[src/rtl/image_reader_pkg.sv]
`default_nettype none
// ---------------------------------------------------------------------------
// image_pkg : image geometry, reader FSM encoding and SRAM address mapping
// Revision  : 1.0 - initial release
// ---------------------------------------------------------------------------
package image_pkg;

  localparam int IMG_DIM     = 16;
  localparam int NUM_PIXELS  = 256;
  localparam int PIXEL_W     = 8;
  localparam int SRAM_ADDR_W = 12;
  localparam int SRAM_DATA_W = 32;
  localparam int IDX_W       = 9;
  localparam int DIM_W       = $clog2(IMG_DIM);

  localparam logic [1:0] ST_IDLE  = 2'd0;
  localparam logic [1:0] ST_READ  = 2'd1;
  localparam logic [1:0] ST_DRAIN = 2'd2;
  localparam logic [1:0] ST_DONE  = 2'd3;

  typedef enum logic [1:0] {
    RD_IDLE  = ST_IDLE,
    RD_READ  = ST_READ,
    RD_DRAIN = ST_DRAIN,
    RD_DONE  = ST_DONE
  } reader_state_t;

  // Transposed order swaps the row and column nibbles of the pixel index.
  function automatic logic [SRAM_ADDR_W-1:0] pixel_addr(
    input logic [2*DIM_W-1:0] idx,
    input logic               transpose
  );
    logic [2*DIM_W-1:0] mapped;
    mapped = transpose ? {idx[DIM_W-1:0], idx[2*DIM_W-1:DIM_W]} : idx;
    return SRAM_ADDR_W'(mapped);
  endfunction

endpackage
`default_nettype wire

[src/rtl/image_reader_if.sv]
`default_nettype none
// ---------------------------------------------------------------------------
// image_reader_if : SRAM read port, pixel stream and control of image_reader
// Optional sum-check signals exist only with IMAGE_READER_SUM_CHECK_EN.
// Revision        : 1.0 - initial release
// ---------------------------------------------------------------------------
interface image_reader_if;
  import image_pkg::*;

  logic                   start;
  logic                   transpose;
  logic [SRAM_ADDR_W-1:0] buffer_A2;
  logic                   buffer_WEB2;
  logic [SRAM_DATA_W-1:0] buffer_O2;
  logic [PIXEL_W-1:0]     pixel_out;
  logic                   pixel_out_valid;
  logic                   pixel_out_ready;
  logic                   busy;
  logic                   done;
`ifdef IMAGE_READER_SUM_CHECK_EN
  logic [15:0]            expected_sum;
  logic                   sum_ok;
`endif

  modport master (
    input  start, transpose, buffer_O2, pixel_out_ready,
`ifdef IMAGE_READER_SUM_CHECK_EN
    input  expected_sum,
    output sum_ok,
`endif
    output buffer_A2, buffer_WEB2, pixel_out, pixel_out_valid, busy, done
  );

  modport slave (
    output start, transpose, buffer_O2, pixel_out_ready,
`ifdef IMAGE_READER_SUM_CHECK_EN
    output expected_sum,
    input  sum_ok,
`endif
    input  buffer_A2, buffer_WEB2, pixel_out, pixel_out_valid, busy, done
  );

endinterface
`default_nettype wire

[src/rtl/image_reader_pixel_skid_fifo.sv]
`default_nettype none
// ---------------------------------------------------------------------------
// pixel_skid_fifo : small circular FIFO absorbing SRAM read latency
// Revision        : 1.0 - initial release
// ---------------------------------------------------------------------------
module pixel_skid_fifo #(
  parameter  int DEPTH  = 3,
  parameter  int DATA_W = image_pkg::PIXEL_W,
  localparam int PTR_W  = (DEPTH > 1) ? $clog2(DEPTH) : 1,
  localparam int CNT_W  = $clog2(DEPTH + 1)
) (
  input  logic              clk,
  input  logic              reset,
  input  logic              push,
  input  logic [DATA_W-1:0] push_data,
  input  logic              pop,
  output logic [DATA_W-1:0] pop_data,
  output logic [CNT_W-1:0]  count
);

  logic [DATA_W-1:0] mem_q [DEPTH];
  logic [DATA_W-1:0] mem_d [DEPTH];
  logic [PTR_W-1:0]  wr_ptr_q, wr_ptr_d;
  logic [PTR_W-1:0]  rd_ptr_q, rd_ptr_d;
  logic [CNT_W-1:0]  count_q, count_d;
  logic              do_push;
  logic              do_pop;

  function automatic logic [PTR_W-1:0] ptr_inc(input logic [PTR_W-1:0] p);
    return (p == PTR_W'(DEPTH - 1)) ? '0 : p + 1'b1;
  endfunction

  // A full FIFO still accepts a push when the head leaves in the same cycle.
  assign do_pop  = pop && (count_q != '0);
  assign do_push = push && ((count_q != CNT_W'(DEPTH)) || do_pop);

  always_comb begin
    mem_d    = mem_q;
    wr_ptr_d = wr_ptr_q;
    rd_ptr_d = rd_ptr_q;
    count_d  = count_q;
    if (do_push) begin
      mem_d[wr_ptr_q] = push_data;
      wr_ptr_d        = ptr_inc(wr_ptr_q);
    end
    if (do_pop) begin
      rd_ptr_d = ptr_inc(rd_ptr_q);
    end
    case ({do_push, do_pop})
      2'b10:   count_d = count_q + 1'b1;
      2'b01:   count_d = count_q - 1'b1;
      default: count_d = count_q;
    endcase
  end

  always_ff @(posedge clk or posedge reset) begin
    if (reset) begin
      mem_q    <= '{default: '0};
      wr_ptr_q <= '0;
      rd_ptr_q <= '0;
      count_q  <= '0;
    end else begin
      mem_q    <= mem_d;
      wr_ptr_q <= wr_ptr_d;
      rd_ptr_q <= rd_ptr_d;
      count_q  <= count_d;
    end
  end

  assign pop_data = (count_q != '0) ? mem_q[rd_ptr_q] : '0;
  assign count    = count_q;

endmodule
`default_nettype wire

[src/rtl/image_reader.sv]
`default_nettype none
// ---------------------------------------------------------------------------
// image_reader : streams a 16x16 image from SRAM port 2 in raster/transposed
//                order over valid/ready; IMAGE_READER_SUM_CHECK_EN adds sum_ok.
// Revision     : 1.0 - initial release
// ---------------------------------------------------------------------------
module image_reader #(
  parameter int NUM_PIXELS = image_pkg::NUM_PIXELS,
  parameter int FIFO_DEPTH = 3
) (
  input  logic           clk,
  input  logic           reset,
  image_reader_if.master bus
);
  import image_pkg::*;

  localparam int               CNT_W    = $clog2(FIFO_DEPTH + 1);
  localparam logic [IDX_W-1:0] LAST_IDX = IDX_W'(NUM_PIXELS - 1);

  reader_state_t          state_q, state_d;
  logic                   transpose_q, transpose_d;
  logic [IDX_W-1:0]       rd_idx_q, rd_idx_d;
  logic [IDX_W-1:0]       out_idx_q, out_idx_d;
  logic                   inflight_q, inflight_d;
  logic [SRAM_ADDR_W-1:0] addr_q, addr_d;

  logic                   credit_ok;
  logic                   rd_fire;
  logic [SRAM_ADDR_W-1:0] rd_addr;
  logic [CNT_W-1:0]       fifo_count;
  logic [PIXEL_W-1:0]     fifo_data;
  logic                   fifo_valid;
  logic                   xfer;
  logic                   last_xfer;
  logic                   unused_o2_hi;

  // Entries already queued plus the read in flight must leave room for one more.
  assign credit_ok  = (int'(fifo_count) + int'(inflight_q)) <= (FIFO_DEPTH - 1);
  assign rd_fire    = (state_q == RD_READ) && credit_ok;
  assign rd_addr    = pixel_addr(rd_idx_q[2*DIM_W-1:0], transpose_q);
  assign fifo_valid = (fifo_count != '0);
  assign xfer       = fifo_valid && bus.pixel_out_ready;
  assign last_xfer  = (state_q == RD_DRAIN) && xfer && (out_idx_q == LAST_IDX);

  always_comb begin
    state_d     = state_q;
    transpose_d = transpose_q;
    rd_idx_d    = rd_idx_q;
    out_idx_d   = out_idx_q;
    addr_d      = addr_q;
    inflight_d  = rd_fire;
    if (xfer) begin
      out_idx_d = out_idx_q + 1'b1;
    end
    if (rd_fire) begin
      addr_d   = rd_addr;
      rd_idx_d = rd_idx_q + 1'b1;
    end
    unique case (state_q)
      RD_IDLE: begin
        if (bus.start) begin
          transpose_d = bus.transpose;
          rd_idx_d    = '0;
          out_idx_d   = '0;
          state_d     = RD_READ;
        end
      end
      RD_READ: begin
        if (rd_fire && (rd_idx_q == LAST_IDX)) begin
          state_d = RD_DRAIN;
        end
      end
      RD_DRAIN: begin
        if (last_xfer) begin
          state_d = RD_DONE;
        end
      end
      RD_DONE: state_d = RD_IDLE;
      default: state_d = RD_IDLE;
    endcase
  end

  always_ff @(posedge clk or posedge reset) begin
    if (reset) begin
      state_q     <= RD_IDLE;
      transpose_q <= 1'b0;
      rd_idx_q    <= '0;
      out_idx_q   <= '0;
      inflight_q  <= 1'b0;
      addr_q      <= '0;
    end else begin
      state_q     <= state_d;
      transpose_q <= transpose_d;
      rd_idx_q    <= rd_idx_d;
      out_idx_q   <= out_idx_d;
      inflight_q  <= inflight_d;
      addr_q      <= addr_d;
    end
  end

  // SRAM data arrives the cycle after issue, so the in-flight flag is the push.
  pixel_skid_fifo #(
    .DEPTH  (FIFO_DEPTH),
    .DATA_W (PIXEL_W)
  ) u_fifo (
    .clk       (clk),
    .reset     (reset),
    .push      (inflight_q),
    .push_data (bus.buffer_O2[PIXEL_W-1:0]),
    .pop       (xfer),
    .pop_data  (fifo_data),
    .count     (fifo_count)
  );

  assign unused_o2_hi        = ^bus.buffer_O2[SRAM_DATA_W-1:PIXEL_W];
  assign bus.buffer_A2       = rd_fire ? rd_addr : addr_q;
  assign bus.buffer_WEB2     = 1'b1;
  assign bus.pixel_out       = fifo_data;
  assign bus.pixel_out_valid = fifo_valid;
  assign bus.busy            = (state_q == RD_READ) || (state_q == RD_DRAIN);
  assign bus.done            = (state_q == RD_DONE);

`ifdef IMAGE_READER_SUM_CHECK_EN
  logic [15:0] sum_q, sum_d;
  logic        sum_ok_q, sum_ok_d;

  // The verdict folds in the final pixel on its own transfer edge.
  always_comb begin
    sum_d    = sum_q;
    sum_ok_d = sum_ok_q;
    if ((state_q == RD_IDLE) && bus.start) begin
      sum_d    = '0;
      sum_ok_d = 1'b0;
    end else if (xfer) begin
      sum_d = sum_q + {8'd0, fifo_data};
      if (last_xfer) begin
        sum_ok_d = ((sum_q + {8'd0, fifo_data}) == bus.expected_sum);
      end
    end
  end

  always_ff @(posedge clk or posedge reset) begin
    if (reset) begin
      sum_q    <= '0;
      sum_ok_q <= 1'b0;
    end else begin
      sum_q    <= sum_d;
      sum_ok_q <= sum_ok_d;
    end
  end

  assign bus.sum_ok = sum_ok_q;
`endif

endmodule
`default_nettype wire
[src/flat_wrapper.sv]
// flat-port wrapper written by rule: the top's interface ports become plain ports
module image_reader_flat import image_pkg::*;
#(
  parameter int NUM_PIXELS = image_pkg::NUM_PIXELS,
  parameter int FIFO_DEPTH = 3
)
  (clk, reset, bus_start, bus_transpose, bus_buffer_O2, bus_pixel_out_ready, bus_buffer_A2, bus_buffer_WEB2, bus_pixel_out, bus_pixel_out_valid, bus_busy, bus_done);
  image_reader_if bus_i ();
  input  logic clk;
  input  logic reset;
  input wire logic [$bits(bus_i.start)-1:0] bus_start;
  input wire logic [$bits(bus_i.transpose)-1:0] bus_transpose;
  input wire logic [$bits(bus_i.buffer_O2)-1:0] bus_buffer_O2;
  input wire logic [$bits(bus_i.pixel_out_ready)-1:0] bus_pixel_out_ready;
  output wire logic [$bits(bus_i.buffer_A2)-1:0] bus_buffer_A2;
  output wire logic [$bits(bus_i.buffer_WEB2)-1:0] bus_buffer_WEB2;
  output wire logic [$bits(bus_i.pixel_out)-1:0] bus_pixel_out;
  output wire logic [$bits(bus_i.pixel_out_valid)-1:0] bus_pixel_out_valid;
  output wire logic [$bits(bus_i.busy)-1:0] bus_busy;
  output wire logic [$bits(bus_i.done)-1:0] bus_done;
  assign bus_i.start = bus_start;
  assign bus_i.transpose = bus_transpose;
  assign bus_i.buffer_O2 = bus_buffer_O2;
  assign bus_i.pixel_out_ready = bus_pixel_out_ready;
  assign bus_buffer_A2 = bus_i.buffer_A2;
  assign bus_buffer_WEB2 = bus_i.buffer_WEB2;
  assign bus_pixel_out = bus_i.pixel_out;
  assign bus_pixel_out_valid = bus_i.pixel_out_valid;
  assign bus_busy = bus_i.busy;
  assign bus_done = bus_i.done;
  image_reader #(.NUM_PIXELS(NUM_PIXELS), .FIFO_DEPTH(FIFO_DEPTH)) u_core (.clk(clk), .reset(reset), .bus(bus_i));
endmodule
[config.mk]
export PLATFORM = sky130hd
export DESIGN_NAME = image_reader_flat
export DESIGN_NICKNAME = d
export VERILOG_FILES = /design/src/rtl/image_reader_pkg.sv /design/src/rtl/image_reader_if.sv /design/src/rtl/image_reader_pixel_skid_fifo.sv /design/src/rtl/image_reader.sv /design/src/flat_wrapper.sv
export SDC_FILE = /design/constraint.sdc
export NUM_CORES = 1
export LEC_CHECK = 0
export ABC_CLOCK_PERIOD_IN_PS = 2700
export CORE_ASPECT_RATIO = 0.6
export CORE_MARGIN = 4
export CORE_UTILIZATION = 52
export DETAILED_ROUTE_END_ITERATION = 7
export PLACE_DENSITY = 0.8
export SETUP_SLACK_MARGIN = 0.05
export SLEW_MARGIN = 5
export SYNTH_ARGS = -nofsm -noshare
export SYNTH_HDL_FRONTEND = slang
export SYNTH_HIERARCHICAL = 1
export SYNTH_SLANG_ARGS = --single-unit
[constraint.sdc]
create_clock -name clk -period 2.7 [get_ports clk]
set_clock_uncertainty 0.1 [all_clocks]
set_input_delay 0.27 -clock clk [delete_from_list [all_inputs] [get_ports clk]]
set_output_delay 0.27 -clock clk [all_outputs]
set_load 0.02 [all_outputs]
==> summary.md, run 1 <==
| Metric | Value |
|---|---|
| Sw power | `1.636 mW` |
| All-Layer GR Usage | `0.1921` |
| Chip height | `68.77 um` |
| Synth Area per Inst | `approximately 12 um^2` |
| GP Congestion | `between 0.7 and 0.8` |
| WL final | `roughly 6400 um` |
| Core Area | `5754 um^2` |
| CP cell instances | `buf_4 -> nor2_1 -> nor2_1 -> clkdlybuf4s50_1` |
| Startpoint types | `register` |
| Drt drc | `0` |
| Critical path class | `reg -> out` |
| Final ANT Viol Nets | `0` |
| Global-route wire length before repair | `between 10000 and 15000 um` |
| Clk root buf | `clkbuf_8` |
| Status | `complete, no violations` |
| Max-Cap Viols | `0` |
| Starting Density | `0.5562` |
| WL/cell | `15.52 um` |
| CP max stage cell | `clkdlybuf4s50_1` |
| Post-route met1 wirelength | `roughly 3300 um` |
| CP delay by family, top | `buffers and inverters` |
| Ant diodes | `0` |
| Max layer used | `met4` |
| RSZ-0062 raised after global routing | `true` |
| Pre-antenna DRT Iters | `6` |
| Clk_lat worst skew | `0.35 ns` |
| Syn_nets | `327` |
| Post-Route Setup TNS | `0 ns` |
| Synthesized area | `3201 um^2` |
| Port bufs | `35` |
| Leakage | `between 1.5 and 2 nW` |
| CP arrival | `2.15 ns` |
| Final setup margin | `approximately 0.18 ns` |
| Crit. End Element | `output pin` |
| Relative slew slack | `0.5585` |
| Via count | `between 2k and 2.5k` |
| Grt total ovfl | `0` |
| Sequential fraction of the synthesis area | `0.5004` |
| Power share of the combinational group | `0.456` |
| Largest stage delay on the critical path | `0.57 ns` |
| Met3 wire length | `260 um` |
| # setup viols final | `0` |
| Synth warn | `6` |
| Share of layout cells above drive strength 1 | `0.2477` |
| Most used flip-flop cell after synthesis | `dfrtp_1` |
| Internal power | `2.819 mW` |
| Clk pin slew, worst setup/hold paths | `0.07 ns` |
| I/O pin count | `61` |
| Seq cells post-synth | `64` |
| Crit path top cell by count | `nor2_1` |
| Reg power frac | `0.357` |
| Final Non-Filler Cells | `around 410` |
| Slew at the pin with the worst max-slew slack | `0.6598 ns` |
| Total Nets Final | `375` |
| Pwr Density | `~1200 nW/um^2` |
| Die ar. | `7515 um^2` |
| Commonest non-fill, non-tap cells in the layout | `dfrtp_1, nand2_1, clkdlybuf4s50_1, nor2_1, mux2_4` |
| Final hold violation count | `0` |
| Slew Viols, Final | `0` |
| Most common cell after layout, fill and taps aside | `dfrtp_1` |
| Clock network fraction of total power | `0.187` |
| Crit share post-route | `0.9334` |
| DP HPWL | `4614 um` |
| Synthesized instance count | `278` |
| DP Cell Count | `395` |
| Hold Crit Class | `in -> async` |
| EDFF count, synth | `0` |
| Initial antenna violation count | `0` |
| Post-synth cell types | `44` |
| Wire length on met2 | `2762 um` |
| TritonCTS Buffers | `9` |
| Vias in the first global route | `~2.2k` |
| Pin count of the biggest net entering global routing | `35` |
| Setup WS pre-CTS | `0.1130 ns` |
| Final core occ | `0.6691` |
| Vias per Instance | `5.401` |
| Fmax | `396.8 MHz` |
| Fin area | `3850 um^2` |
| Max clock buf depth | `2` |
| Synth async-reset ratio | `1.000` |
| Post-DP Area | `between 3000 and 4000 um^2` |
| Worst-path fanout max | `8` |
| Num rows | `21` |
| Switching share of power | `0.3673` |
| H-tree depth | `3` |
| Die W | `between 100 and 150 um` |
| CTS tree | `done` |
| VDD IR max | `0.6004 mV` |
| Critical Path RT | `roughly 2.3 ns` |
| Synthesis-to-layout area growth | `20.29%` |
| CTS sink count | `64` |
| Fin crit period | `approximately 2.5 ns` |
| Buf+Inv Stages, Crit Path | `2` |
| DRT iter0 DRCs | `123` |
through the flow:
step | total power, mW | hold WS (ns)
final | 4.455 | 0.2212
after global routing | 4.762 | 0.2593
after CTS | 4.501 | 0.2259
after detailed placement | 3.681 | 0.3658
after global placement | 3.594 | 0.3644
after floorplan | 2.943 | 0.2550
synth_stat cells, types with 3 or more instances:
| cell | instances | area, um^2 |
|---|---|---|
| clkbuf_1 | 7 | 26.28 |
| o21ai_0 | 12 | 60.06 |
| nand4_1 | 3 | 18.77 |
| a2bb2oi_1 | 4 | 35.03 |
| xor2_1 | 10 | 87.58 |
| dfrtp_1 | 64 | 1602 |
| o2111ai_1 | 3 | 26.28 |
| mux2i_1 | 16 | 160.2 |
| ha_1 | 12 | 150.1 |
| a21oi_1 | 12 | 60.06 |
| and2_1 | 6 | 37.54 |
| inv_1 | 10 | 37.54 |
| nand2_1 | 25 | 93.84 |
| mux2_4 | 17 | 255.2 |
| nor2_1 | 18 | 67.56 |
| or2_2 | 5 | 31.28 |
| mux2_2 | 10 | 112.6 |
| and3_1 | 5 | 31.28 |
cells by family (layout without fill, tap and decap cells):
| logic type | count (synthesis) | after routing | share of synthesized area |
|---|---|---|---|
| AND/OR/NAND/NOR | 80 | 80 | 0.1321 |
| flip-flops | 64 | 64 | 0.5004 |
| AO/OA/AOI/OAI | 43 | 43 | 0.08796 |
| multiplexers | 43 | 43 | 0.1650 |
| buffers and inverters | 23 | 76 | 0.03362 |
| adder cells (fa/ha/maj) | 12 | 12 | 0.04691 |
| XOR/XNOR | 12 | 12 | 0.03284 |
| other | 1 | 1 | 0.001172 |
state kept, by name (all words and copies together) (netlist names):
name / flops
u_core/u_fifo/mem_q: 24
u_core/addr_q: 12
u_core/out_idx_q: 9
u_core/rd_idx_q: 9
u_core/state_q: 2
u_core/u_fifo/count: 2
u_core/u_fifo/rd_ptr_q: 2
u_core/u_fifo/wr_ptr_q: 2
u_core/inflight_q: 1
u_core/transpose_q: 1
layout make-up:
class | count | area (um^2)
Clock inverter | 5 | 55.05
Timing Repair Buffer | 49 | 407.9
Sequential cell | 64 | 1603
Tap cell | 80 | 100.1
Fill cell | 433 | 1904
Inverter | 11 | 41.29
Multi-Input combinational cell | 191 | 1491
Clock buffer | 11 | 151.4
layer usage:
metal / vias up / global-route usage
li1: 1060 / -
met1: 1096 / 0.2810
met2: 53 / 0.2622
met3: 11 / 0.06977
met4: 0 / 0.06376
met5: - / 0
worst paths after layout:
check / start / end / slack (ns) / cells past startpoint
hold / removal: reset / u_core/u_fifo/mem_q[22]$_DFFE_PP0P_ / 0.22 / 3
setup reg to reg: u_core/u_fifo/count[1]$_DFFE_PP0P_ / u_core/u_fifo/mem_q[3]$_DFFE_PP0P_ / 0.40 / 7
hold reg to reg: u_core/addr_q[8]$_DFF_PP0_ / u_core/addr_q[8]$_DFF_PP0_ / 0.38 / 1
setup / recovery: u_core/u_fifo/count[0]$_DFFE_PP0P_ / bus_pixel_out[5] / 0.18 / 4
max in group asynchronous: reset / u_core/out_idx_q[2]$_DFF_PP0_ / 1.93 / 3
min in group clk: u_core/addr_q[8]$_DFF_PP0_ / u_core/addr_q[8]$_DFF_PP0_ / 0.38 / 1
worst register-to-register path: cells and delay by family, from the launching register on:
kind          cells  cell delay, ns
mux               1            0.39
flops             1            0.40
buf+inv           2            0.22
simple gates      4            1.08
timing repair:
item / in CTS / in global routing
resized for setup: 21 / 27
endpoints found under the setup margin: 12 / 17
cloned: 0 / 0
buffers inserted: 0 / 0
hold buffers: 0 / 0
power groups by stage:
stage	sequential, mW	combinational (mW)	clock (mW)
after floorplan	1.50	1.44	0
after global placement	1.58	2.02	0
after detailed placement	1.60	2.08	0
after CTS	1.58	2.07	0.852
after global routing	1.64	2.22	0.904
final	1.59	2.03	0.833
Power figures use the tool's default switching activity.
==> run 2, diff against run 1 <==
- SLEW_MARGIN: 5 -> 20
==> results of run 2 <==
Same layout as run 1: the final DEF is identical, and so are final timing and power.
